<file path="src/rtl/rc4_decrypt_engine_if.sv">
// Port bundle of the RC4 engine: start/done handshake, key, S-memory, ciphertext ROM, plaintext RAM.
// master = engine side, slave = controller/memory side.
interface rc4_decrypt_engine_if #(
   parameter int KEY_BYTES = 3
);
   logic                   start;
   logic [8*KEY_BYTES-1:0] key;
   logic                   busy;
   logic                   done;
   logic                   fail;
   logic [7:0]             s_addr;
   logic [7:0]             s_wdata;
   logic                   s_wren;
   logic [7:0]             s_q;
   logic [7:0]             rom_addr;
   logic [7:0]             rom_q;
   logic [7:0]             ram_addr;
   logic [7:0]             ram_wdata;
   logic                   ram_wren;

   modport master (
      input  start, key, s_q, rom_q,
      output busy, done, fail, s_addr, s_wdata, s_wren, rom_addr, ram_addr, ram_wdata, ram_wren
   );

   modport slave (
      output start, key, s_q, rom_q,
      input  busy, done, fail, s_addr, s_wdata, s_wren, rom_addr, ram_addr, ram_wdata, ram_wren
   );
endinterface

</file>
<file path="src/rtl/rc4_decrypt_engine.sv">
// RC4 core: S-box init (256 cyc), key schedule (4 cyc/byte), PRGA decrypt (6 cyc/byte); start ignored while busy.
// Optional plaintext ASCII check enabled by RC4_ASCII_CHECK_EN (aborts with fail=1 on the first bad byte).
module rc4_decrypt_engine #(
   parameter int KEY_BYTES = 3,
   parameter int MSG_LEN   = 32
) (
   input  logic                        clk,
   input  logic                        reset,
   rc4_decrypt_engine_if.master        bus
);
   typedef enum logic [3:0] {
      ST_IDLE, ST_INIT, ST_K0, ST_K1, ST_K2, ST_K3,
      ST_P0, ST_P1, ST_P2, ST_P3, ST_P4, ST_P5, ST_DONE
   } state_e;

   localparam logic [7:0] LAST_K    = 8'(MSG_LEN - 1);
   localparam logic [4:0] LAST_KIDX = 5'(KEY_BYTES - 1);

   state_e                 state_q, state_d;
   logic [7:0]             i_q, i_d, j_q, j_d, k_q, k_d;
   logic [7:0]             si_q, si_d, sj_q, sj_d, rb_q, rb_d;
   logic [4:0]             kidx_q, kidx_d;
   logic [8*KEY_BYTES-1:0] key_q, key_d;
   logic                   fail_q, fail_d;
   logic [8*KEY_BYTES-1:0] key_shift;
   logic [7:0]             key_byte;
   logic [7:0]             plain;
   logic                   plain_ok;

   // kidx tracks i mod KEY_BYTES without a divider; byte 0 sits in the MSBs
   assign key_shift = key_q << (8 * kidx_q);
   assign key_byte  = key_shift[8*KEY_BYTES-1 -: 8];
   assign plain     = rb_q ^ bus.s_q;

`ifdef RC4_ASCII_CHECK_EN
   assign plain_ok = ((plain >= 8'h61) && (plain <= 8'h7A)) || (plain == 8'h20);
`else
   assign plain_ok = 1'b1;
`endif

   always_comb begin
      state_d       = state_q;
      i_d           = i_q;
      j_d           = j_q;
      k_d           = k_q;
      si_d          = si_q;
      sj_d          = sj_q;
      rb_d          = rb_q;
      kidx_d        = kidx_q;
      key_d         = key_q;
      fail_d        = fail_q;
      bus.s_addr    = 8'h00;
      bus.s_wdata   = 8'h00;
      bus.s_wren    = 1'b0;
      bus.rom_addr  = 8'h00;
      bus.ram_addr  = 8'h00;
      bus.ram_wdata = 8'h00;
      bus.ram_wren  = 1'b0;
      bus.busy      = 1'b1;
      bus.done      = 1'b0;
      bus.fail      = fail_q;

      case (state_q)
         ST_IDLE, ST_DONE: begin
            bus.busy = 1'b0;
            bus.done = (state_q == ST_DONE);
            if (state_q == ST_DONE && fail_q) bus.ram_addr = k_q;
            if (bus.start) begin
               key_d   = bus.key;
               fail_d  = 1'b0;
               i_d     = 8'h00;
               j_d     = 8'h00;
               k_d     = 8'h00;
               kidx_d  = 5'd0;
               state_d = ST_INIT;
            end
         end
         ST_INIT: begin
            bus.s_addr  = i_q;
            bus.s_wdata = i_q;
            bus.s_wren  = 1'b1;
            i_d         = i_q + 8'd1;
            if (i_q == 8'hFF) state_d = ST_K0;
         end
         ST_K0: begin
            bus.s_addr = i_q;
            state_d    = ST_K1;
         end
         ST_K1: begin
            si_d       = bus.s_q;
            j_d        = j_q + bus.s_q + key_byte;
            bus.s_addr = j_q + bus.s_q + key_byte;
            state_d    = ST_K2;
         end
         ST_K2: begin
            sj_d        = bus.s_q;
            bus.s_addr  = i_q;
            bus.s_wdata = bus.s_q;
            bus.s_wren  = 1'b1;
            state_d     = ST_K3;
         end
         ST_K3: begin
            bus.s_addr  = j_q;
            bus.s_wdata = si_q;
            bus.s_wren  = 1'b1;
            i_d         = i_q + 8'd1;
            kidx_d      = (kidx_q == LAST_KIDX) ? 5'd0 : kidx_q + 5'd1;
            if (i_q == 8'hFF) begin
               j_d     = 8'h00;
               k_d     = 8'h00;
               state_d = ST_P0;
            end else begin
               state_d = ST_K0;
            end
         end
         ST_P0: begin
            i_d          = i_q + 8'd1;
            bus.s_addr   = i_q + 8'd1;
            bus.rom_addr = k_q;
            state_d      = ST_P1;
         end
         ST_P1: begin
            si_d         = bus.s_q;
            j_d          = j_q + bus.s_q;
            bus.s_addr   = j_q + bus.s_q;
            bus.rom_addr = k_q;
            state_d      = ST_P2;
         end
         ST_P2: begin
            sj_d         = bus.s_q;
            bus.s_addr   = i_q;
            bus.s_wdata  = bus.s_q;
            bus.s_wren   = 1'b1;
            bus.rom_addr = k_q;
            state_d      = ST_P3;
         end
         ST_P3: begin
            bus.s_addr   = j_q;
            bus.s_wdata  = si_q;
            bus.s_wren   = 1'b1;
            bus.rom_addr = k_q;
            state_d      = ST_P4;
         end
         ST_P4: begin
            bus.s_addr   = si_q + sj_q;
            bus.rom_addr = k_q;
            rb_d         = bus.rom_q;
            state_d      = ST_P5;
         end
         ST_P5: begin
            bus.rom_addr = k_q;
            bus.ram_addr = k_q;
            if (plain_ok) begin
               bus.ram_wdata = plain;
               bus.ram_wren  = 1'b1;
               k_d           = k_q + 8'd1;
               state_d       = (k_q == LAST_K) ? ST_DONE : ST_P0;
            end else begin
               // k is left on the offending byte so ram_addr reports it in DONE
               fail_d  = 1'b1;
               state_d = ST_DONE;
            end
         end
         default: state_d = ST_IDLE;
      endcase
   end

   always_ff @(posedge clk) begin
      if (reset) begin
         state_q <= ST_IDLE;
         i_q     <= 8'h00;
         j_q     <= 8'h00;
         k_q     <= 8'h00;
         si_q    <= 8'h00;
         sj_q    <= 8'h00;
         rb_q    <= 8'h00;
         kidx_q  <= 5'd0;
         key_q   <= '0;
         fail_q  <= 1'b0;
      end else begin
         state_q <= state_d;
         i_q     <= i_d;
         j_q     <= j_d;
         k_q     <= k_d;
         si_q    <= si_d;
         sj_q    <= sj_d;
         rb_q    <= rb_d;
         kidx_q  <= kidx_d;
         key_q   <= key_d;
         fail_q  <= fail_d;
      end
   end
endmodule

</file>
<file path="src/flat_wrapper.sv">
// flat-port wrapper written by rule: the top's interface ports become plain ports
module rc4_decrypt_engine_flat 
#(
   parameter int KEY_BYTES = 3,
   parameter int MSG_LEN   = 32
)
  (clk, reset, bus_start, bus_key, bus_s_q, bus_rom_q, bus_busy, bus_done, bus_fail, bus_s_addr, bus_s_wdata, bus_s_wren, bus_rom_addr, bus_ram_addr, bus_ram_wdata, bus_ram_wren);
  rc4_decrypt_engine_if #(.KEY_BYTES(KEY_BYTES)) bus_i ();
  input  logic clk;
  input  logic reset;
  input wire logic [$bits(bus_i.start)-1:0] bus_start;
  input wire logic [$bits(bus_i.key)-1:0] bus_key;
  input wire logic [$bits(bus_i.s_q)-1:0] bus_s_q;
  input wire logic [$bits(bus_i.rom_q)-1:0] bus_rom_q;
  output wire logic [$bits(bus_i.busy)-1:0] bus_busy;
  output wire logic [$bits(bus_i.done)-1:0] bus_done;
  output wire logic [$bits(bus_i.fail)-1:0] bus_fail;
  output wire logic [$bits(bus_i.s_addr)-1:0] bus_s_addr;
  output wire logic [$bits(bus_i.s_wdata)-1:0] bus_s_wdata;
  output wire logic [$bits(bus_i.s_wren)-1:0] bus_s_wren;
  output wire logic [$bits(bus_i.rom_addr)-1:0] bus_rom_addr;
  output wire logic [$bits(bus_i.ram_addr)-1:0] bus_ram_addr;
  output wire logic [$bits(bus_i.ram_wdata)-1:0] bus_ram_wdata;
  output wire logic [$bits(bus_i.ram_wren)-1:0] bus_ram_wren;
  assign bus_i.start = bus_start;
  assign bus_i.key = bus_key;
  assign bus_i.s_q = bus_s_q;
  assign bus_i.rom_q = bus_rom_q;
  assign bus_busy = bus_i.busy;
  assign bus_done = bus_i.done;
  assign bus_fail = bus_i.fail;
  assign bus_s_addr = bus_i.s_addr;
  assign bus_s_wdata = bus_i.s_wdata;
  assign bus_s_wren = bus_i.s_wren;
  assign bus_rom_addr = bus_i.rom_addr;
  assign bus_ram_addr = bus_i.ram_addr;
  assign bus_ram_wdata = bus_i.ram_wdata;
  assign bus_ram_wren = bus_i.ram_wren;
  rc4_decrypt_engine #(.KEY_BYTES(KEY_BYTES), .MSG_LEN(MSG_LEN)) u_core (.clk(clk), .reset(reset), .bus(bus_i));
endmodule
</file>
<file path="config.mk">
export PLATFORM = sky130hd
export DESIGN_NAME = rc4_decrypt_engine_flat
export DESIGN_NICKNAME = d
export VERILOG_FILES = /design/src/rtl/rc4_decrypt_engine_if.sv /design/src/rtl/rc4_decrypt_engine.sv /design/src/flat_wrapper.sv
export SDC_FILE = /design/constraint.sdc
export NUM_CORES = 1
export LEC_CHECK = 0
export ABC_AREA = 1
export CAP_MARGIN = 5
export CORE_UTILIZATION = 58
export DETAILED_ROUTE_END_ITERATION = 8
export GPL_TIMING_DRIVEN = 1
export PLACE_DENSITY = 0.94
export SETUP_SLACK_MARGIN = 0.1
export SLEW_MARGIN = 15
export SYNTH_ARGS = -nofsm -noshare
export SYNTH_HDL_FRONTEND = slang
export SYNTH_SLANG_ARGS = --single-unit
</file>
<file path="constraint.sdc">
create_clock -name clk -period 6.8 [get_ports clk]
set_input_delay 1.36 -clock clk [delete_from_list [all_inputs] [get_ports clk]]
set_output_delay 1.36 -clock clk [all_outputs]
set_load 0.02 [all_outputs]
</file>
==> results by group <==
Run status
  – Status: finished clean

Synth
  – Post-synth EDFFs: 0
  – Largest cells by area after synthesis: dfxtp_1 31%, nand2_1 13%, a21oi_1 8.9%
  – Most frequent cell after synthesis: nand2_1
  – Mapped Nets: 847
  – Top FF cell, synth: dfxtp_1
  – Top post-synthesis cells by count: 173 x nand2_1, 92 x a21oi_1, 85 x inv_1, 85 x nor2_1, 81 x dfxtp_1
  – Yosys warning total: 0
  – Post-synthesis cell area: ~5200 µm²
  – Sequential area share after synthesis: 31.5%
  – Yosys top cell by area: dfxtp_1
  – Async set-or-reset flop fraction in the synthesized netlist: 0%
  – Gate Count Post-Synth: between 700 and 800
  – Register bit count reported by yosys: about 80
  – Yosys top cell area share: 31.5%
  – Yosys cell types: 44
  – Syn avg cell area: 6.64 µm²

CTS
  – Hold-fix buffers, CTS: 0
  – Clock Root Buffer: clkbuf_8
  – H-tree depth: 3
  – Clock buffer count from CTS: 9
  – CTS tree: done
  – Clk Latency, worst-skew pair: 380 ps
  – Setup bufs post-CTS: 0
  – Post-CTS sizing: 0
  – CTS clk-pin slew, worst paths: 110 ps
  – Sink Count: about 80
  – Clk buf depth: 2

Setup path
  – Arrival @ worst endpoint: 5000 ps
  – Reg2Reg Depth: 19
  – Req. time, crit path: 5440 ps
  – Crit Path Category: in2out
  – Crit path capture type: output port
  – Startpoint types: input port
  – Crit path max fanout: 5

Timing
  – Setup TNS: 0 ps
  – Max Slew Vio Count: 0
  – Crit share post-route: 93.6%
  – Fmax: 157 MHz
  – Slew @ Worst Pin: 929 ps
  – Setup-failing EPs final: 0
  – Endpoints failing hold: 0
  – Final WS setup: ~440 ps
  – Post-layout min period: 6360 ps
  – Slew HR: a little under two fifths
  – Fin Clk Skew: 14.0 ps
  – RSZ-0062 raised after global routing: false

Floorplanning
  – Die Y: around 96 µm
  – Die area: 9260 µm²
  – Boundary Pins: 88
  – Chip Width: around 96 µm
  – Core area: 8680 µm²
  – Site row count: 34
  – Initial core utilization: 59.4%

Cells and area
  – FILL cells: 731
  – Core Util, Final: 72.0%
  – Fin nets: 921
  – # diodes: 0
  – Layout cells sized above 1: 6.67%
  – Final cell count without fillers: 963
  – Syn-to-layout area delta: 21.3%

GRT
  – First-pass GRT wire length: between 20 and 25 mm
  – Tot GR Track Use: 31.5%
  – Largest net degree at the start of global routing: 49
  – Gr ovfl total: 0
  – Initial antenna violation count: 0
  – Vias in the first global route: 4860

Power and ir drop
  – Sw Pwr: 398 µW
  – Peak supply drop: 0.108 mV
  – Comb pwr share: 23.0%
  – Design Power: 1140 µW
  – Int Pwr: 744 µW
  – Sequential share of power: 45.0%
  – Pwr per Cell Area: 183 nW/µm²
  – LEAKAGE: 0.00259 µW
  – Clock share of power: between 30% and 40%
  – Sw frac: 34.8%

Place
  – Placed insts: approximately 950
  – Number of I/O port buffers: 86
  – Place WS: 483 ps
  – Placed wire-length estimate: 10.4 mm
  – RePlAce Congestion: roughly 0.95

Min path
  – Cell depth of the worst hold path: 2
  – Worst min path class: reg2reg

Routing
  – Wire per inst: between 10 and 15 µm
  – Routed wire length: 14.1 mm
  – DRC marker count from the first detailed-route iteration: between 400 and 500
  – Final ANT Viol Nets: 0
  – Drt pass-1 iters: 5
  – Drc violations: 0
  – Vias after detailed routing: ~5500
  – Vias/cell: 5.72

Flow run
  – Max Cap Violations: 0
[final timing paths]
path / start / endpoint / slack, ps
hold / removal: u_core.key_q[8] / u_core.key_q[8] / 470
hold reg to reg: u_core.key_q[8] / u_core.key_q[8] / 470
setup reg to reg: u_core.j_q[0] / u_core.j_q[6] / 3820
setup / recovery: bus_s_q[0] / bus_s_addr[7] / 440
[worst max-delay path, stage by stage]
cell and delay (ps):
clkdlybuf4s50_1 530, ha_1 290, fa_1 410, nand2_1 80
inv_1 50, nor2_1 80, o21bai_1 80, or2_2 270
nand2_1 60, inv_1 50, ha_1 330, a21oi_1 120
or2_2 280, nand3_1 90, inv_1 50, nand3_1 80
nand3_1 90, nand2_1 100, clkdlybuf4s50_1 600
[flip-flops by register name, indices dropped and copies added (netlist names)]
register,cells
u_core.k_q,8
u_core.key_q,24
u_core.si_q,8
u_core.rb_q,8
u_core.state_q,4
u_core.kidx_q,5
u_core.j_q,8
u_core.sj_q,8
u_core.i_q,8
[through the flow]
| step | hold slack [ps] | area, µm² |
|---|---|---|
| 3_3_place_gp | 444 | 6040 |
| 3_5_place_dp | 448 | 6040 |
| 6_report | 466 | 6250 |
| 4_1_cts | 462 | 6250 |
| 5_1_grt | 483 | 6250 |
| 2_1_floorplan | 429 | 5150 |
[layout make-up]
| cell class | instances | area [µm²] | area share [%] |
|---|---|---|---|
| Inverter | 97 | 364 | 5.83 |
| Multi-Input combinational cell | 574 | 3050 | 48.8 |
| Clock buffer | 9 | 124 | 1.98 |
| Tap cell | 108 | 135 | 2.16 |
| Clock inverter | 7 | 83.8 | 1.34 |
| Timing Repair Buffer | 87 | 868 | 13.9 |
| Sequential cell | 81 | 1620 | 26.0 |
[cells by family after synthesis]
group                    Yosys count  synth area share (%)
other                              1                0.0728
AO/OA/AOI/OAI                    171                  18.3
AND/OR/NAND/NOR                  354                  30.2
buffers and inverters            121                  9.30
XOR/XNOR                          20                  3.40
flip-flops                        81                  31.5
adder cells (fa/ha/maj)           28                  7.24
[placed cells by master (no fill, tap or decap), types with 5 or more instances in the layout]
| master | instances |
|---|---|
| nor2_1 | 85 |
| nand2_1 | 173 |
| nor2_2 | 5 |
| inv_1 | 85 |
| inv_2 | 12 |
| o21ai_0 | 46 |
| xor2_1 | 11 |
| nor3_1 | 5 |
| nand4_1 | 9 |
| clkdlybuf4s50_1 | 86 |
| nand3_1 | 52 |
| ha_1 | 25 |
| clkbuf_8 | 9 |
| o211ai_1 | 10 |
| dfxtp_1 | 81 |
| xnor2_1 | 9 |
| or2_2 | 9 |
| a21oi_1 | 92 |
[power groups by stage]
stage | Clock [µW] | Combinational [µW] | Sequential (µW)
finish | 365 | 263 | 514
global route | 386 | 293 | 516
CTS | 365 | 260 | 513
global placement | 0 | 252 | 523
detailed placement | 0 | 257 | 524
floorplan | 0 | 179 | 519
[layer usage]
layer / GRT usage [%] / wire length (µm)
met1: 39.1 / 6090
met2: 54.4 / 6490
met3: 5.37 / 1060
met4: 11.6 / 413
met5: 0 / 0
Power figures use the tool's default switching activity.
